[config.mk]
export PLATFORM = sky130hd
export DESIGN_NAME = truth_table_sweeper
export DESIGN_NICKNAME = d
export VERILOG_FILES = /design/src/rtl/truth_table_sweeper.sv
export SDC_FILE = /design/constraint.sdc
export NUM_CORES = 1
export LEC_CHECK = 0
export ABC_CLOCK_PERIOD_IN_PS = 1900
export CORE_ASPECT_RATIO = 1.5
export CORE_UTILIZATION = 45
export DETAILED_ROUTE_END_ITERATION = 8
export PLACE_DENSITY = 0.73
export SYNTH_ARGS = -nofsm -noshare
export SYNTH_HDL_FRONTEND = slang
export SYNTH_SLANG_ARGS = --single-unit
[constraint.sdc]
create_clock -name clk -period 1.9 [get_ports clk]
set_clock_uncertainty 0.05 [all_clocks]
set_input_delay 0.57 -clock clk [delete_from_list [all_inputs] [get_ports clk]]
set_output_delay 0.57 -clock clk [all_outputs]
set_load 0.01 [all_outputs]
[src/rtl/truth_table_sweeper.sv]
// Walks a four-input logic stage through all 16 input vectors, in auto or manual mode,
// and records the stage's three outputs per vector in a 48-bit truth table.
module truth_table_sweeper #(
    parameter int unsigned DWELL    = 4,
    parameter int unsigned DEBOUNCE = 3
) (
    input  logic        clk,
    input  logic        rst_n,
    input  logic        start,
    input  logic        auto,
    input  logic        step_btn,
    input  logic        res1,
    input  logic        res2,
    input  logic        res3,
    output logic        a,
    output logic        b,
    output logic        c,
    output logic        d,
    output logic [3:0]  idx,
    output logic [47:0] table_out,
    output logic        busy,
    output logic        done
);

    typedef enum logic [1:0] {
        S_IDLE,
        S_APPLY,
        S_CAPTURE,
        S_DONE
    } state_t;

    localparam logic [7:0] DWELL_LAST = 8'(DWELL - 1);
    localparam logic [7:0] DEB_LAST   = 8'(DEBOUNCE - 1);

    state_t      state_q, state_d;
    logic [3:0]  idx_q, idx_d;
    logic [47:0] table_q, table_d;
    logic [7:0]  dwell_q, dwell_d;
    logic        mode_q, mode_d;
    logic        busy_q, busy_d;
    logic        done_q, done_d;

    logic        sync1_q, sync1_d;
    logic        sync2_q, sync2_d;
    logic        db_level_q, db_level_d;
    logic [7:0]  db_cnt_q, db_cnt_d;
    logic        step_q, step_d;

    // Button path: 2-flop synchronizer, stability counter, rising-edge pulse.
    always_comb begin
        sync1_d    = step_btn;
        sync2_d    = sync1_q;
        db_level_d = db_level_q;
        db_cnt_d   = '0;
        if (sync2_q != db_level_q) begin
            if (db_cnt_q == DEB_LAST) begin
                db_level_d = sync2_q;
            end else begin
                db_cnt_d = db_cnt_q + 8'd1;
            end
        end
        step_d = db_level_d & ~db_level_q;
    end

    always_comb begin
        state_d = state_q;
        idx_d   = idx_q;
        table_d = table_q;
        dwell_d = dwell_q;
        mode_d  = mode_q;
        case (state_q)
            S_IDLE, S_DONE: begin
                if (start) begin
                    state_d = S_APPLY;
                    idx_d   = '0;
                    table_d = '0;
                    mode_d  = auto;
                    dwell_d = '0;
                end
            end
            S_APPLY: begin
                if (mode_q) begin
                    if (dwell_q == DWELL_LAST) begin
                        state_d = S_CAPTURE;
                    end else begin
                        dwell_d = dwell_q + 8'd1;
                    end
                end else if (step_q) begin
                    state_d = S_CAPTURE;
                end
            end
            S_CAPTURE: begin
                for (int i = 0; i < 16; i++) begin
                    if (idx_q == 4'(i)) begin
                        table_d[3*i +: 3] = {res1, res2, res3};
                    end
                end
                if (idx_q == 4'd15) begin
                    state_d = S_DONE;
                end else begin
                    state_d = S_APPLY;
                    idx_d   = idx_q + 4'd1;
                    dwell_d = '0;
                end
            end
            default: state_d = S_IDLE;
        endcase
        busy_d = (state_d == S_APPLY) || (state_d == S_CAPTURE);
        done_d = (state_d == S_DONE);
    end

    always_ff @(posedge clk) begin
        if (!rst_n) begin
            state_q    <= S_IDLE;
            idx_q      <= '0;
            table_q    <= '0;
            dwell_q    <= '0;
            mode_q     <= 1'b0;
            busy_q     <= 1'b0;
            done_q     <= 1'b0;
            sync1_q    <= 1'b0;
            sync2_q    <= 1'b0;
            db_level_q <= 1'b0;
            db_cnt_q   <= '0;
            step_q     <= 1'b0;
        end else begin
            state_q    <= state_d;
            idx_q      <= idx_d;
            table_q    <= table_d;
            dwell_q    <= dwell_d;
            mode_q     <= mode_d;
            busy_q     <= busy_d;
            done_q     <= done_d;
            sync1_q    <= sync1_d;
            sync2_q    <= sync2_d;
            db_level_q <= db_level_d;
            db_cnt_q   <= db_cnt_d;
            step_q     <= step_d;
        end
    end

    assign {a, b, c, d} = idx_q;
    assign idx          = idx_q;
    assign table_out    = table_q;
    assign busy         = busy_q;
    assign done         = done_q;

endmodule

# Word-level counts from Yosys, hierarchy flattened
# Index checks and enable logic that the tools add are counted.
word_totals:
  memories: 0
  ramBits: 0
  latch_bits: 0
  wordCells: 137
  mem_bits_ro: 0
  ff_bits: 77
op_classes:
  n_lt_le_gt_ge: 0
  shift: 0
  muxes: 34
  bitwise_logic: 4
  add_sub_neg: 3
  n_eq_ne: 44
  multipliers: 0
  reduce_logical: 25
  n_div: 0
ops:
  columns: ["op", "n"]
  rows:
  - ["48-bit one-hot mux with 2 select lines", 1]
  - ["3-bit AND reduction", 17]
  - ["3-bit 2-to-1 mux", 16]
  - ["48-bit 2-to-1 mux", 1]
  - ["2-bit inequality test (second input constant)", 20]
  - ["4-bit == test (second input constant)", 8]
  - ["8-bit 2-to-1 mux", 4]
  - ["8-bit one-hot mux with 3 select lines", 1]
  - ["8-bit by 1-bit adder with 8-bit output (second input constant)", 2]
  - ["4-bit by 3-bit == test with 1-bit output (second input constant)", 4]
  - ["8-bit by 2-bit == test with 1-bit output (second input constant)", 2]
  - ["2-bit 2-to-1 mux", 5]
  - ["2-bit == test (second input constant)", 4]
  - ["4-bit by 2-bit == test with 1-bit output (second input constant)", 2]
  - ["4-bit 2-to-1 mux", 2]
  - ["4-bit one-hot mux with 2 select lines", 1]
  - ["2-bit one-hot mux with 3 select lines", 1]
  - ["4-bit by 1-bit adder with 4-bit output (second input constant)", 1]
  - ["2-bit by 1-bit == test with 1-bit output (second input constant)", 2]
  - ["4-bit by 1-bit == test with 1-bit output (second input constant)", 1]
  - ["4-bit zero test", 1]
  - ["4-bit AND reduction", 1]
  - ["1-bit inverter", 3]
  - ["3-bit OR reduction", 1]
  - ["other kinds (8)", 9]

# Logic depth before layout (Yosys ltp)
depth:
  ltp_word: 6
  ltp_mapped: 9
  ltp_nobuf: 8

# Worst setup path after synthesis
# Ideal clock, no wire load.
synth_path:
  kind: "register to register"
  startpoint: "register state_q[0]"
  endpoint: "register busy_q (netlist: busy)"
  required_time_ps: 1735
  stages_incl_launch_ff: 10
  setup_slack_ps: -51
  arrival_time_ps: 1786
  setup_time_ps: 115
  cell_sequence: "dfxtp_1 inv_1 ha_1 buf_2 and4_1 nor4_1 a21oi_1 and2_1 ha_1 and2_1"
synth_via:
  elab_chain_cells: 5
synth_rtl:
  columns: ["element", "line_no", "rtl"]
  rows:
  - ["from (decl)", "35", "state_t state_q, state_d;"]
  - ["from (signal assigned)", "127", "state_q <= state_d;"]
  - ["2-bit == test / 2-bit zero test (equally long branches)", "71", "case (state_q)"]
  - ["2-bit OR reduction", "71", null]
  - ["2-bit one-hot mux with 3 select lines *", "71", null]
  - ["net state_d[1]", "35", null]
  - ["2-bit by 1-bit == test with 1-bit output / 2-bit == test (equally long branches)", "108", "busy_d = (state_d == S_APPLY) || (state_d == S_CAPTURE);"]
  - ["1-bit logical OR *", "108", null]
  - ["net busy_d", "40", "logic busy_q, busy_d;"]
  - ["to (signal assigned)", "132", "busy_q <= busy_d;"]
  - ["to (decl)", "40", null]
# Mark *: on every way through the listed nets, which the timed path passes. The rest lies on a longest branch.
# A chain may end at the register's enable or synchronous reset.

# Final worst setup path
# Ends and elaborated chain as after synthesis.

==> flow_summary_export.csv <==
group,metric,value,unit
final_layout,finalCoreUtilization,65.7,%
clock_tree,cts.sink_count,77,
synthesis,synthDominantAreaCellType,"sky130_fd_sc_hd__dfxtp_1",
pwr,power_density,1150,nW/um^2
grt,global_route.overflow_total,0,
synthesis,netlist_top_cells_count,"sky130_fd_sc_hd__dfxtp_1, sky130_fd_sc_hd__nor2_1, sky130_fd_sc_hd__mux2i_1",
critical_path,timing.critical_path.mode_cell,"sky130_fd_sc_hd__and2_1",
critical_path,r2r_cells,8,
final_layout,antenna-diode-count,0,
critical_path,crit_slowest_cell,"sky130_fd_sc_hd__dfxtp_2",
route,via_count,2961,
critical_path,critical_path_class,"reg2reg",
grt,vias_in_the_first_global_route,3006,
synthesis,synth_enable_flop_cells,0,
critical_path,critPathLaunchType,"register",
pwr,worst_ir_drop_vdd,0.743,mV
clock_tree,cts_buffer_depth,2,
clock_tree,cts_root_buffer,"sky130_fd_sc_hd__clkbuf_16",
sta,maxClockFrequency,0.533,GHz
sta,final_max_slew_viol_count,0,
placed_design,io_port_bufs,65,
synthesis,mappedNetlistNets,391,
die,core_region_area,7660,um^2
min_path,hold-path-cell-count,1,
synthesis,synthesis.area_per_instance,9.58,um^2
pwr,seq_power_share,30.7,%
synthesis,synth.yosys.seq_area_share,43.2,%
final_layout,fraction_of_layout_cells_with_a_size_suffix_above_1,23.1,%
critical_path,worst_setup_path_end_kind,"register",
grt,wire_length_of_the_first_global_routing_pass,14300,um
placed_design,hpwl_after_detailed_placement,5970,um
synthesis,ys_dominant_reg_cell,"sky130_fd_sc_hd__dfxtp_1",
grt,globalRouteTotalUtil,22.2,%
die,ioPinCount,66,
route,drt_iter0_markers,114,
pwr,clock_power_share,32.9,%
grt,antenna_found_initial,0,
pwr,p_sw_share,31.5,%
synthesis,synthMostInstantiatedCell,"sky130_fd_sc_hd__dfxtp_1",
pwr,combinationalPowerShare,36.5,%
sta,timing.max_slew.rel_slack,57.7,%
min_path,startpoint_of_the_lowest_slack_hold_path,"sync1_q",
synthesis,number_of_distinct_library_cells_after_synthesis,49,
critical_path,critical_path.cell_chain,"inv_1 > ha_4 > and4_4 > nor4_4 > a21oi_2 > and2_1 > ha_1 > and2_1",
synthesis,cell_area_synth,3560,um^2
sta,finalSetupViolations,0,
final_layout,fin_nets,482,
min_path,hp-class,"reg2reg",
critical_path,worst_r2r_dst,"busy",
grt,grt_start_max_net_pins,28,
route,ant_nets,0,
critical_path,max_stage_delay,0.33,ns
sta,tightest_slew,0.635,ns
synthesis,async_set_or_reset_flop_fraction_in_the_synthesized_netlist,0,%
min_path,hold_end,"sync2_q",
sta,timing.final.hold_violations,0,
critical_path,rr_startpoint,"state_q[0]",
pwr,leakagePower,1.97,nW
route,wl_per_cell,15.5,um
critical_path,required,2.08,ns
pwr,fin_total_pwr,0.00578,W
route,drt-pass1-iter-count,4,
clock_tree,clock_buffers_created_by_tritoncts,9,
synthesis,synth_top_area_share,43.2,%
route,route.detailed.drc,0,
pwr,p_int,0.00395,W
sta,final_min_period_over_clock_period,98.8,%
clock_tree,htree_levels,3,
die,die_area,8290,um^2
sta,setup-tns-final,0,ns
synthesis,synth_area_leaders,"sky130_fd_sc_hd__dfxtp_1, sky130_fd_sc_hd__mux2i_1, sky130_fd_sc_hd__nor2_1",
final_layout,synth_to_layout_area_growth,41.2,%
route,via_density,5.19,
pwr,reported_net_switching_power,0.00182,W
synthesis,synthesis.instances,372,
clock_tree,clock_latency,0.33,ns
placed_design,global_placer_s_final_weighted_congestion,0.846,
die,initial_utilization,46.5,%
sta,layout_min_cycle_time,1.88,ns
placed_design,place_worst_setup_slack,-0.463,ns
final_layout,num-fill-cells,631,
flow_run,maxCapViolCount,0,
clock_tree,cts.clk_slew.worst_paths,0.06,ns
synthesis,synth-seq-cells,77,
critical_path,timing.critical_path.arrival,2.06,ns
die,die_wd,74.7,um
status,run_status,"finished clean",
sta,grt_setup_unrepaired,"yes",
route,wirelength,8830,um
sta,layout_setup_ws,0.0221,ns
synthesis,synth.yosys.warnings,0,
critical_path,crit_start,"state_q[0]",
die,dieHeight,111,um
die,floorplan.rows,39,
critical_path,regToRegSetupSlack,0.02,ns
clock_tree,cts_tree,"done",
critical_path,crit_fanout,3,
[logic make-up after synthesis]
kind of cell / share of synthesized area, %
muxes: 14.4
AOI/OAI and AO/OA: 10.2
and+or+nand+nor: 21.8
DFF: 43.2
xor gates and xnor gates: 1.72
buffers and inverters: 4.74
adders and majority gates: 3.86
[registers in the layout, summed over array words and instances (netlist names)]
| register | cells |
|---|---|
| mode_q | 1 |
| state_q | 2 |
| dwell_q | 8 |
| sync2_q | 1 |
| db_level_q | 1 |
| table_out | 48 |
| idx | 4 |
| db_cnt_q | 8 |
| done | 1 |
| sync1_q | 1 |
| busy | 1 |
| step_q | 1 |
[stage by stage]
stage	instances	hold WS [ns]	cell area, um^2
final	570	0.385	5030
after global routing	570	0.425	5030
after CTS	563	0.389	4890
after detailed placement	545	0.376	4490
after global placement	545	0.365	4490
after floorplan	372	0.362	3570
[timing repair]
item	CTS	global route
setup endpoints to repair	62	11
setup buffers	2	8
pin swaps	0	11
gates resized for setup	20	23
hold buffers	0	0
[area by class of cell]
cell class	count	area, um^2	area share (%)
clock buffers	10	239	4.75
clock inverters	6	93.8	1.86
inverters	7	28.8	0.572
multi-input cells	262	1970	39.2
flip-flops and latches	77	1550	30.9
well taps	102	128	2.54
repair buffers	106	1020	20.2
[worst max-delay path by stage]
stage,endpoint,slack (ns),cells past startpoint
6_report,busy,0.02,8
2_1_floorplan,busy,0.02,9
4_1_cts,busy,-0.04,8
3_5_place_dp,table_out[42],-0.46,6
5_1_grt,dwell_q[7],-0.02,7
3_3_place_gp,table_out[43],-0.39,6
[power by group through the flow]
stage               Clock (W)  Sequential (W)  Combinational [W]
floorplan                   0         0.00183            0.00125
global placement            0         0.00179            0.00177
detailed placement          0         0.00179            0.00181
CTS                   0.00192         0.00176            0.00194
global route          0.00199         0.00178            0.00226
finish                0.00190         0.00177            0.00211
[critical path: cells and delay by family (launching register included)]
family	cells	cell delay, ns
and+or+nand+nor	4	0.77
adders and majority gates	2	0.46
DFF	1	0.33
AOI/OAI and AO/OA	1	0.09
buffers and inverters	1	0.07
[placed cells by master (no fill, tap or decap), drive strengths merged, types with 8 or more instances in the layout]
| cell | netlist | final |
|---|---|---|
| clkdlybuf4s50 | 0 | 55 |
| nand3b | 8 | 8 |
| buf | 15 | 41 |
| inv | 7 | 9 |
| o21ai | 8 | 8 |
| a21oi | 27 | 27 |
| dlygate4sd2 | 0 | 9 |
| ha | 11 | 11 |
| and2 | 11 | 11 |
| dfxtp | 77 | 77 |
| clkbuf | 11 | 10 |
| nand2 | 14 | 14 |
| nor2 | 59 | 59 |
| nand3 | 16 | 16 |
| mux2i | 50 | 50 |
[layer usage]
layer	wire length, um	global-route usage (%)
met2	4710	39.4
met1	3690	25.2
met4	160	9.06
met5	0	0
met3	256	4.09
Power figures use the tool's default switching activity.
